[src/rtl/crc_arbiter.sv]
// Two-requester round-robin front end for a bit-serial CRC engine.
// Grants one 32-bit word, streams it MSB first, then returns the remainder or a timeout error.
module crc_arbiter #(
    parameter int TIMEOUT = 8
) (
    input  logic        clk_in,
    input  logic        rst_n_in,
    input  logic        req0_in,
    input  logic        req1_in,
    input  logic [31:0] data0_in,
    input  logic [31:0] data1_in,
    output logic        ack0_out,
    output logic        ack1_out,
    output logic [15:0] crc_out,
    output logic        valid_out,
    output logic        id_out,
    output logic        err_out,
    output logic        busy_out,
    output logic        eng_start_out,
    output logic        eng_data_out,
    input  logic        eng_done_in,
    input  logic [15:0] eng_r_in
);

    typedef enum logic [2:0] {
        IDLE  = 3'd0,
        START = 3'd1,
        SHIFT = 3'd2,
        WAIT  = 3'd3,
        RESP  = 3'd4
    } state_t;

    localparam int WAIT_W = (TIMEOUT > 1) ? $clog2(TIMEOUT) : 1;
    localparam logic [WAIT_W-1:0] WAIT_LAST = WAIT_W'(TIMEOUT - 1);

    state_t             state_reg, state_next;
    logic [31:0]        shift_reg, shift_next;
    logic [4:0]         bit_cnt_reg, bit_cnt_next;
    logic [WAIT_W-1:0]  wait_cnt_reg, wait_cnt_next;
    logic               last_grant_reg, last_grant_next;
    logic               grant_id_reg, grant_id_next;
    logic               grant_sel;

    logic [1:0]         ack_reg, ack_next;
    logic [15:0]        crc_reg, crc_next;
    logic               valid_reg, valid_next;
    logic               id_reg, id_next;
    logic               err_reg, err_next;
    logic               busy_reg, busy_next;
    logic               eng_start_reg, eng_start_next;
    logic               eng_data_reg, eng_data_next;

    always_ff @(posedge clk_in or negedge rst_n_in) begin
        if (!rst_n_in) begin
            state_reg      <= IDLE;
            shift_reg      <= '0;
            bit_cnt_reg    <= '0;
            wait_cnt_reg   <= '0;
            last_grant_reg <= 1'b1;
            grant_id_reg   <= 1'b0;
            ack_reg        <= '0;
            crc_reg        <= '0;
            valid_reg      <= 1'b0;
            id_reg         <= 1'b0;
            err_reg        <= 1'b0;
            busy_reg       <= 1'b0;
            eng_start_reg  <= 1'b0;
            eng_data_reg   <= 1'b0;
        end else begin
            state_reg      <= state_next;
            shift_reg      <= shift_next;
            bit_cnt_reg    <= bit_cnt_next;
            wait_cnt_reg   <= wait_cnt_next;
            last_grant_reg <= last_grant_next;
            grant_id_reg   <= grant_id_next;
            ack_reg        <= ack_next;
            crc_reg        <= crc_next;
            valid_reg      <= valid_next;
            id_reg         <= id_next;
            err_reg        <= err_next;
            busy_reg       <= busy_next;
            eng_start_reg  <= eng_start_next;
            eng_data_reg   <= eng_data_next;
        end
    end

    // On a tie the requester not served last wins; a lone request always wins.
    always_comb begin
        grant_sel = 1'b0;
        if (req0_in && req1_in) begin
            grant_sel = ~last_grant_reg;
        end else begin
            grant_sel = req1_in;
        end
    end

    // Output registers are loaded with the value belonging to the state being entered,
    // so every output lines up with the state it describes.
    always_comb begin
        state_next      = state_reg;
        shift_next      = shift_reg;
        bit_cnt_next    = bit_cnt_reg;
        wait_cnt_next   = wait_cnt_reg;
        last_grant_next = last_grant_reg;
        grant_id_next   = grant_id_reg;
        ack_next        = 2'b00;
        crc_next        = crc_reg;
        valid_next      = 1'b0;
        id_next         = id_reg;
        err_next        = err_reg;
        eng_start_next  = 1'b0;
        eng_data_next   = 1'b0;

        case (state_reg)
            IDLE: begin
                if (req0_in || req1_in) begin
                    state_next      = START;
                    shift_next      = grant_sel ? data1_in : data0_in;
                    grant_id_next   = grant_sel;
                    last_grant_next = grant_sel;
                    ack_next        = grant_sel ? 2'b10 : 2'b01;
                    eng_start_next  = 1'b1;
                end
            end
            START: begin
                state_next    = SHIFT;
                eng_data_next = shift_reg[31];
                shift_next    = {shift_reg[30:0], 1'b0};
            end
            SHIFT: begin
                if (bit_cnt_reg == 5'd31) begin
                    state_next    = WAIT;
                    bit_cnt_next  = 5'd0;
                    wait_cnt_next = '0;
                end else begin
                    eng_data_next = shift_reg[31];
                    shift_next    = {shift_reg[30:0], 1'b0};
                    bit_cnt_next  = bit_cnt_reg + 5'd1;
                end
            end
            WAIT: begin
                // Done is only trusted here: the engine keeps it high from the previous job.
                if (eng_done_in) begin
                    state_next    = RESP;
                    crc_next      = eng_r_in;
                    err_next      = 1'b0;
                    valid_next    = 1'b1;
                    id_next       = grant_id_reg;
                    wait_cnt_next = '0;
                end else if (wait_cnt_reg == WAIT_LAST) begin
                    state_next    = RESP;
                    crc_next      = 16'h0000;
                    err_next      = 1'b1;
                    valid_next    = 1'b1;
                    id_next       = grant_id_reg;
                    wait_cnt_next = '0;
                end else begin
                    wait_cnt_next = wait_cnt_reg + WAIT_W'(1);
                end
            end
            RESP: begin
                state_next = IDLE;
            end
            default: begin
                state_next = IDLE;
            end
        endcase

        busy_next = (state_next != IDLE);
    end

    assign ack0_out      = ack_reg[0];
    assign ack1_out      = ack_reg[1];
    assign crc_out       = crc_reg;
    assign valid_out     = valid_reg;
    assign id_out        = id_reg;
    assign err_out       = err_reg;
    assign busy_out      = busy_reg;
    assign eng_start_out = eng_start_reg;
    assign eng_data_out  = eng_data_reg;

endmodule

[config.mk]
export PLATFORM = sky130hd
export DESIGN_NAME = crc_arbiter
export DESIGN_NICKNAME = d
export VERILOG_FILES = /design/src/rtl/crc_arbiter.sv
export SDC_FILE = /design/constraint.sdc
export NUM_CORES = 1
export LEC_CHECK = 0
export ABC_AREA = 1
export CORE_UTILIZATION = 51
export DETAILED_ROUTE_END_ITERATION = 6
export GPL_TIMING_DRIVEN = 0
export PLACE_DENSITY = 0.95
export SLEW_MARGIN = 20
export SYNTH_ARGS = -nofsm -noshare
export SYNTH_HDL_FRONTEND = slang
export SYNTH_SLANG_ARGS = --single-unit
[constraint.sdc]
create_clock -name clk_in -period 2.4 [get_ports clk_in]
set_input_delay 0.6 -clock clk_in [delete_from_list [all_inputs] [get_ports clk_in]]
set_output_delay 0.6 -clock clk_in [all_outputs]
set_load 0.02 [all_outputs]
## Yosys cells after proc, flatten, opt, wreduce, memory -nomap -nowiden

Index checks and enable logic that the tools add are counted.
W data, S select, Z words.

- Flip-flop bits (word level): 69
- Input port bits: 85

- Add/sub/neg operators: 2
- Muxes and demuxes: 31
- Equality and inequality tests: 8
- Bitwise operators: 1
- Reductions and logical operators: 11

Operators with widths:

| operator | count |
|---|---|
| $mux W32 | 3 |
| $pmux W32 S3 | 1 |
| $mux W16 | 2 |
| $mux W3 | 7 |
| $pmux W3 S4 | 1 |
| $mux W1 | 11 |
| $eq A3 B2 Y1 const B | 2 |
| $mux W2 | 3 |
| $ne A2 B2 Y1 const B | 3 |
| $pmux W3 S2 | 1 |
| $reduce_and A2 Y1 | 3 |
| $reduce_bool A3 Y1 | 2 |
| $add A5 B1 Y5 const B | 1 |
| $eq A5 B5 Y1 const B | 1 |
| $mux W5 | 1 |
| $reduce_bool A2 Y1 | 2 |
| $add A3 B1 Y3 const B | 1 |
| $eq A3 B1 Y1 const B | 1 |
| $eq A3 B3 Y1 const B | 1 |
| $logic_not A3 Y1 | 1 |
| $reduce_and A3 Y1 | 1 |
| $pmux W1 S2 | 1 |
| $logic_and A1 B1 Y1 | 1 |
| $logic_or A1 B1 Y1 | 1 |
| $not A1 Y1 | 1 |

## Depth between registers and ports, before layout

Gate-level depths: netlist of the first run.

- Depth in word-level cells: 5
- Depth in mapped cells: 10
- Mapped depth without buffers: 9

## Worst setup path before layout of the first run

No wires, ideal clock.

- Path type: register to register
- Start: register bit_cnt_reg[0]
- End: register shift_reg[10]
- Arrival time: 1376 ps
- Cell stages (with the launch flop): 11
- Path slack: 908 ps
- Clock period less this slack: 1492 ps
- Path buffers: 1
- Cells stage by stage: dfrtp_1 > ha_1 > inv_1 > nor3_1 > ha_1 > nand3_2 > nand3_2 > inv_2 > buf_6 > nand2_1 > nand2_1

- Cells in the longest elaborated chain, start to end: 3

RTL lines:

| element | line | text |
|---|---|---|
| from (decl) | 38 | `logic [4:0] bit_cnt_reg, bit_cnt_next;` |
| from (signal assigned) | 72 | `bit_cnt_reg <= bit_cnt_next;` |
| $eq A5 B5 Y1 | 131 | `if (bit_cnt_reg == 5'd31) begin` |
| $ne A2 B2 Y1 (no source line) | -- |  |
| $reduce_and A3 Y1 (no source line) | -- |  |
| to (signal assigned) | 71 | `shift_reg <= shift_next;` |
| to (decl) | 37 | `logic [31:0] shift_reg, shift_next;` |

Every way passes these cells.
A chain may end at the register's enable or synchronous reset.

## Worst setup path in the final report of the first run

- Start: input req0_in
- End: register shift_reg[20]

- Cells in the longest elaborated chain, start to end: 5

RTL lines:

| element | line | text |
|---|---|---|
| from (decl) | 8 | `input logic req0_in,` |
| $logic_and A1 B1 Y1 | 90 | `if (req0_in && req1_in) begin` |
| $mux W1 | 90 |  |
| $mux W32 | 118 | `shift_next = grant_sel ? data1_in : data0_in;` |
| $mux W32 | 116 | `if (req0_in \|\| req1_in) begin` |
| $pmux W32 S3 | 114 | `case (state_reg)` |

Several ways; a longest one is shown, not always the timed one. The select of a mux whose other input is x is not followed.

==> results.json, run 1 <==
{
  "fmax_mhz": 517.6,
  "cpMostUsedCell": "nand2_1",
  "synthXorXnorAreaFrac_pct": 0,
  "path_cells": "clkdlybuf4s50_1 -> nand2_1 -> nand2_1 -> buf_2 -> nand2_1 -> nand2_1 -> nand2_1 -> nand2_1 -> nand2_1 -> nand2_1",
  "clkLatencyLatePin_ns": 0.34,
  "yosys.area_share.simple_pct": 41.85,
  "crit_required_ns": 2.69,
  "pin_count": 109,
  "outcome": "complete, no violations",
  "synth-compound-area-share_pct": 2.016,
  "dieWidth_um": 86.74,
  "die_h_um": 86.74,
  "drt_wl_total_um": 9295,
  "yosysTopAreaCellShare_pct": 46.46,
  "cpLargestDelayFamily": "simple AND/OR/NAND/NOR gates",
  "rsz0062_at_grt": "false",
  "max-clock-path-buffers": 2,
  "power_mw": 6.038,
  "grt_antenna_before_repair": 0,
  "cts_max_level": 3,
  "largest_register_ffs": 32,
  "cp-start-kind": "input port",
  "root_buffer": "clkbuf_8",
  "clock-sinks": 69,
  "postRouteAntennaNets": 0,
  "netlist_instances": 505,
  "rows": 30,
  "final_common_cell": "nand2_1",
  "numCtsBuffers": 9,
  "cts.reportedPaths.clkPinSlew_ns": 0.07,
  "worst-path-buf-inv": 2,
  "drv_cap": 0,
  "insertedDiodeCount": 0,
  "dp.final_hpwl_um": 6951,
  "syn-num-nets": 594,
  "drc": 0,
  "drive_gt1_share_pct": 9.395,
  "drv_slew": 0,
  "start_util_pct": 53.32,
  "cp-end-kind": "flip-flop",
  "power_leakage_nw": 2.685,
  "grt.total_usage_pct": 26.75,
  "cts_tree": "built",
  "overflow": 0,
  "relSlewSlack_pct": 71.27,
  "cp.arrival_ns": 2.22,
  "max_stage_delay_ns": 0.47,
  "fin_tns_setup_ns": 0,
  "num_vias": 3596,
  "area_growth_pct": 37.65,
  "cts_hold_buf": 0,
  "grt_pass1_wl_um": 15590,
  "synth-adder-area-share_pct": 1.367,
  "synth-seq-cells": 69,
  "syn_avg_cell_area_um2": 7.252,
  "grt_pass1_vias": 3618,
  "synth.distinct_cells": 29,
  "design.core.area_mm2": 0.006869,
  "worstMarginPinSlew_ns": 0.4310,
  "gp_congestion": 0.8057,
  "drt_iter0_drc": 199,
  "post_drt_wl_per_cell_um": 12.84,
  "ys_seq_area_share_pct": 47.18,
  "layout.cells.most_common_list": "nand2_1 (296), clkdlybuf4s50_1 (105), dfrtp_1 (68)",
  "drt-vias-per-instance": 4.967,
  "peakVddDrop_mv": 0.8904,
  "synthTopCellsByArea": "dfrtp_1 (46%), nand2_1 (30%), nand3_1 (7.2%)",
  "dieArea_mm2": 0.007524,
  "netlist_area_mm2": 0.003662,
  "min_path_type": "input port to asynchronous set/reset pin",
  "power.density_mw_per_mm2": 1198,
  "nets": 712,
  "grt_max_degree": 50,
  "post_cts_buffers": 0,
  "path_class": "input port to flip-flop",
  "fin_crit_sh_pct": 80.50,
  "port_buffers": 106,
  "yosysTopAreaCell": "dfrtp_1",
  "crit_path_top_delay_cell": "clkdlybuf4s50_1",
  "finClkSkew_ns": 0.009518,
  "synth_top_family_by_area": "simple AND/OR/NAND/NOR gates",
  "cp_max_fo": 10,
  "cts_resized": 0,
  "hold_viol": 0,
  "synth_warnings": 0,
  "fin_crit_ns": 1.932,
  "post_synth_mux_area_share_pct": 0.6150,
  "finalSetupViolations": 0,
  "dr.pass1.iters": 4
}
==> final timing paths <==
| path | from | slack (ns) | end | cells after the start |
|---|---|---|---|---|
| setup / recovery | req0_in | 0.47 | shift_reg[20] | 10 |
| hold / removal | rst_n_in | 0.13 | shift_reg[10] | 1 |
| setup reg to reg | bit_cnt_reg[0] | 0.61 | shift_reg[25] | 10 |
| hold reg to reg | crc_out[13] | 0.47 | crc_out[13] | 2 |
| max in group asynchronous | rst_n_in | 1.74 | crc_out[7] | 2 |
| min in group clk_in | crc_out[13] | 0.47 | crc_out[13] | 2 |
==> worst reg2reg max path: cells and delay by family, from the launching register on <==
kind | cells | cell delay, ns
and+or+nand+nor | 5 | 0.58
DFF | 1 | 0.41
adders and majority gates | 2 | 0.39
buffers and inverters | 3 | 0.30
==> per-layer routing <==
layer,vias up,part of all wire [%],track usage (%)
li1,1801,-,-
met1,1665,42,30.49
met2,117,50,46.90
met3,13,7.4,6.857
met4,0,1.4,12.88
met5,-,0,0
==> cell families (layout without fill, tap and decap cells) <==
family                   count (synthesis)  in the layout
multiplexers                             2              2
AND/OR/NAND/NOR                        373            373
flip-flops                              69             69
adder cells (fa/ha/maj)                  4              4
buffers and inverters                   45            168
AO/OA/AOI/OAI                           12             12
==> report_power, final <==
part	internal, mW	leakage (nW)	switching [mW]
clock	0.430	0.0905	0.411
combinational	1.29	1.73	1.86
sequential	1.72	0.863	0.322
total	3.44	2.68	2.60
==> cell usage after synthesis, drive strengths merged <==
| library cell | count |
|---|---|
| a21boi | 1 |
| a21oi | 4 |
| buf | 24 |
| clkbuf | 4 |
| dfrtp | 68 |
| dfstp | 1 |
| ha | 4 |
| inv | 17 |
| mux2 | 2 |
| nand2 | 300 |
| nand3 | 57 |
| nand4 | 1 |
| nor2 | 9 |
| nor3 | 4 |
| nor3b | 1 |
| o21ai | 7 |
| or2 | 1 |
==> layout make-up <==
class	count	area, µm²
fillers	524	1828
clock inverters	2	10.01
clock buffers	14	162.7
repair buffers	107	1086
multi-input cells	391	1679
well taps	96	120.1
flip-flops and latches	69	1728
inverters	17	66.31
plain buffers	28	188.9
==> per-stage QoR <==
step	instances	cell area, µm²	util, %	setup WS (ns)	hold slack (ns)
2_1_floorplan	505	3662	-	0.9078	0.3044
3_3_place_gp	707	4843	70.51	-1.449	0.4524
3_5_place_dp	708	4868	70.87	0.1325	0.4584
4_1_cts	724	5041	73.39	0.4659	0.1360
5_1_grt	724	5041	73.39	0.3101	0.1435
6_report	724	5041	73.39	0.4681	0.1313
Note: power is estimated with default switching activity, not from simulation.
==> inputs of run 2 (changes only) <==
CORE_UTILIZATION = 48   (was 51)
PLACE_DENSITY = 0.91   (was 0.95)
clock period = 1.9 ns   (was 2.4 ns; I/O delays follow)
==> results.json, run 2 (synthesis gave the netlist of run 1 again) <==
{
  "grt_pass1_vias": 3373,
  "peakVddDrop_mv": 0.9399,
  "clock-sinks": 69,
  "fin_crit_sh_pct": 95.23,
  "cts_max_level": 3,
  "grt_pass1_wl_um": 14410,
  "dieArea_mm2": 0.007983,
  "root_buffer": "clkbuf_8",
  "power_mw": 7.723,
  "outcome": "complete, no violations",
  "dr.pass1.iters": 4,
  "hold_viol": 0,
  "overflow": 0,
  "dp.final_hpwl_um": 6696,
  "cts_tree": "built",
  "grt_max_degree": 39,
  "grt_antenna_before_repair": 0,
  "layout.cells.most_common_list": "nand2_1 (296), clkdlybuf4s50_1 (105), dfrtp_1 (68)",
  "num_vias": 3615,
  "drt_iter0_drc": 201,
  "gp_congestion": 0.7707,
  "worst-path-buf-inv": 1,
  "cp-start-kind": "flip-flop",
  "drive_gt1_share_pct": 9.554,
  "start_util_pct": 49.96,
  "dieWidth_um": 89.35,
  "power.density_mw_per_mm2": 1523,
  "finalSetupViolations": 0,
  "pin_count": 109,
  "cp_max_fo": 2,
  "cts_hold_buf": 0,
  "design.core.area_mm2": 0.007331,
  "path_cells": "clkdlybuf4s50_1",
  "fin_util_pct": 69.16,
  "cpLargestDelayFamily": "buffers and inverters",
  "drt-vias-per-instance": 4.972,
  "drt_wl_total_um": 9056,
  "cts.reportedPaths.clkPinSlew_ns": 0.07,
  "grt.total_usage_pct": 23.82,
  "max-clock-path-buffers": 2,
  "worstMarginPinSlew_ns": 0.4631,
  "power_leakage_nw": 2.689,
  "die_h_um": 89.35,
  "final_common_cell": "nand2_1",
  "rsz0062_at_grt": "false",
  "drv_cap": 0,
  "post_cts_buffers": 0,
  "area_growth_pct": 38.44,
  "port_buffers": 106,
  "fmax_mhz": 552.7,
  "drv_slew": 0,
  "cts_resized": 0,
  "finClkSkew_ns": 0.008178,
  "min_path_type": "input port to asynchronous set/reset pin",
  "fin_tns_setup_ns": 0,
  "post_drt_wl_per_cell_um": 12.46,
  "path_class": "flip-flop to output port",
  "crit_path_top_delay_cell": "clkdlybuf4s50_1",
  "nets": 712,
  "insertedDiodeCount": 0,
  "largest_register_ffs": 32,
  "numCtsBuffers": 9,
  "cp-end-kind": "output port",
  "relSlewSlack_pct": 69.13,
  "rows": 31,
  "postRouteAntennaNets": 0,
  "max_stage_delay_ns": 0.61,
  "cp.arrival_ns": 1.33,
  "clkLatencyLatePin_ns": 0.35,
  "drc": 0,
  "fin_crit_ns": 1.809,
  "crit_required_ns": 1.42
}
-- run 2: path summary, 6_finish.rpt --
kind,slack [ns],start,end,cells past startpoint
min in group clk_in,0.41,eng_done_in,err_out,2
max in group asynchronous,1.25,rst_n_in,last_grant_reg,2
hold / removal,0.06,rst_n_in,crc_out[15],1
hold reg to reg,0.47,last_grant_reg,last_grant_reg,2
setup / recovery,0.09,crc_out[4],crc_out[4],1
setup reg to reg,0.18,bit_cnt_reg[0],shift_reg[20],10
-- run 2: stage by stage --
step	instances	worst slack, ns	instance area, µm²	hold WS [ns]
after global placement	710	-1.853	4847	0.4544
after floorplan	505	0.4078	3662	0.1794
after detailed placement	711	-0.1293	4865	0.4380
after CTS	727	0.08071	5057	0.05868
final	727	0.09062	5070	0.05596
after global routing	727	0.01854	5070	0.07940
-- run 2: metal layers --
layer	part of all wire [%]	global-route usage, %	vias to the layer above	wire length [µm]
li1	-	-	1799	-
met1	43	28.42	1685	3893
met2	47	40.32	119	4293
met3	8.1	6.556	12	738
met4	1.4	10.68	0	130
met5	0	0	-	0
-- run 2: cell type report --
cell class              instances  area [µm²]
fillers                       594        2261
flip-flops and latches         69        1728
multi-input cells             391        1687
repair buffers                107        1079
plain buffers                  28       193.9
clock buffers                  12       145.1
well taps                      99       123.9
inverters                      17       66.31
clock inverters                 4       47.55
-- run 2: where the power goes --
group / internal, mW / switching, mW
Combinational: 1.65 / 2.33
Clock: 0.638 / 0.538
Sequential: 2.17 / 0.396
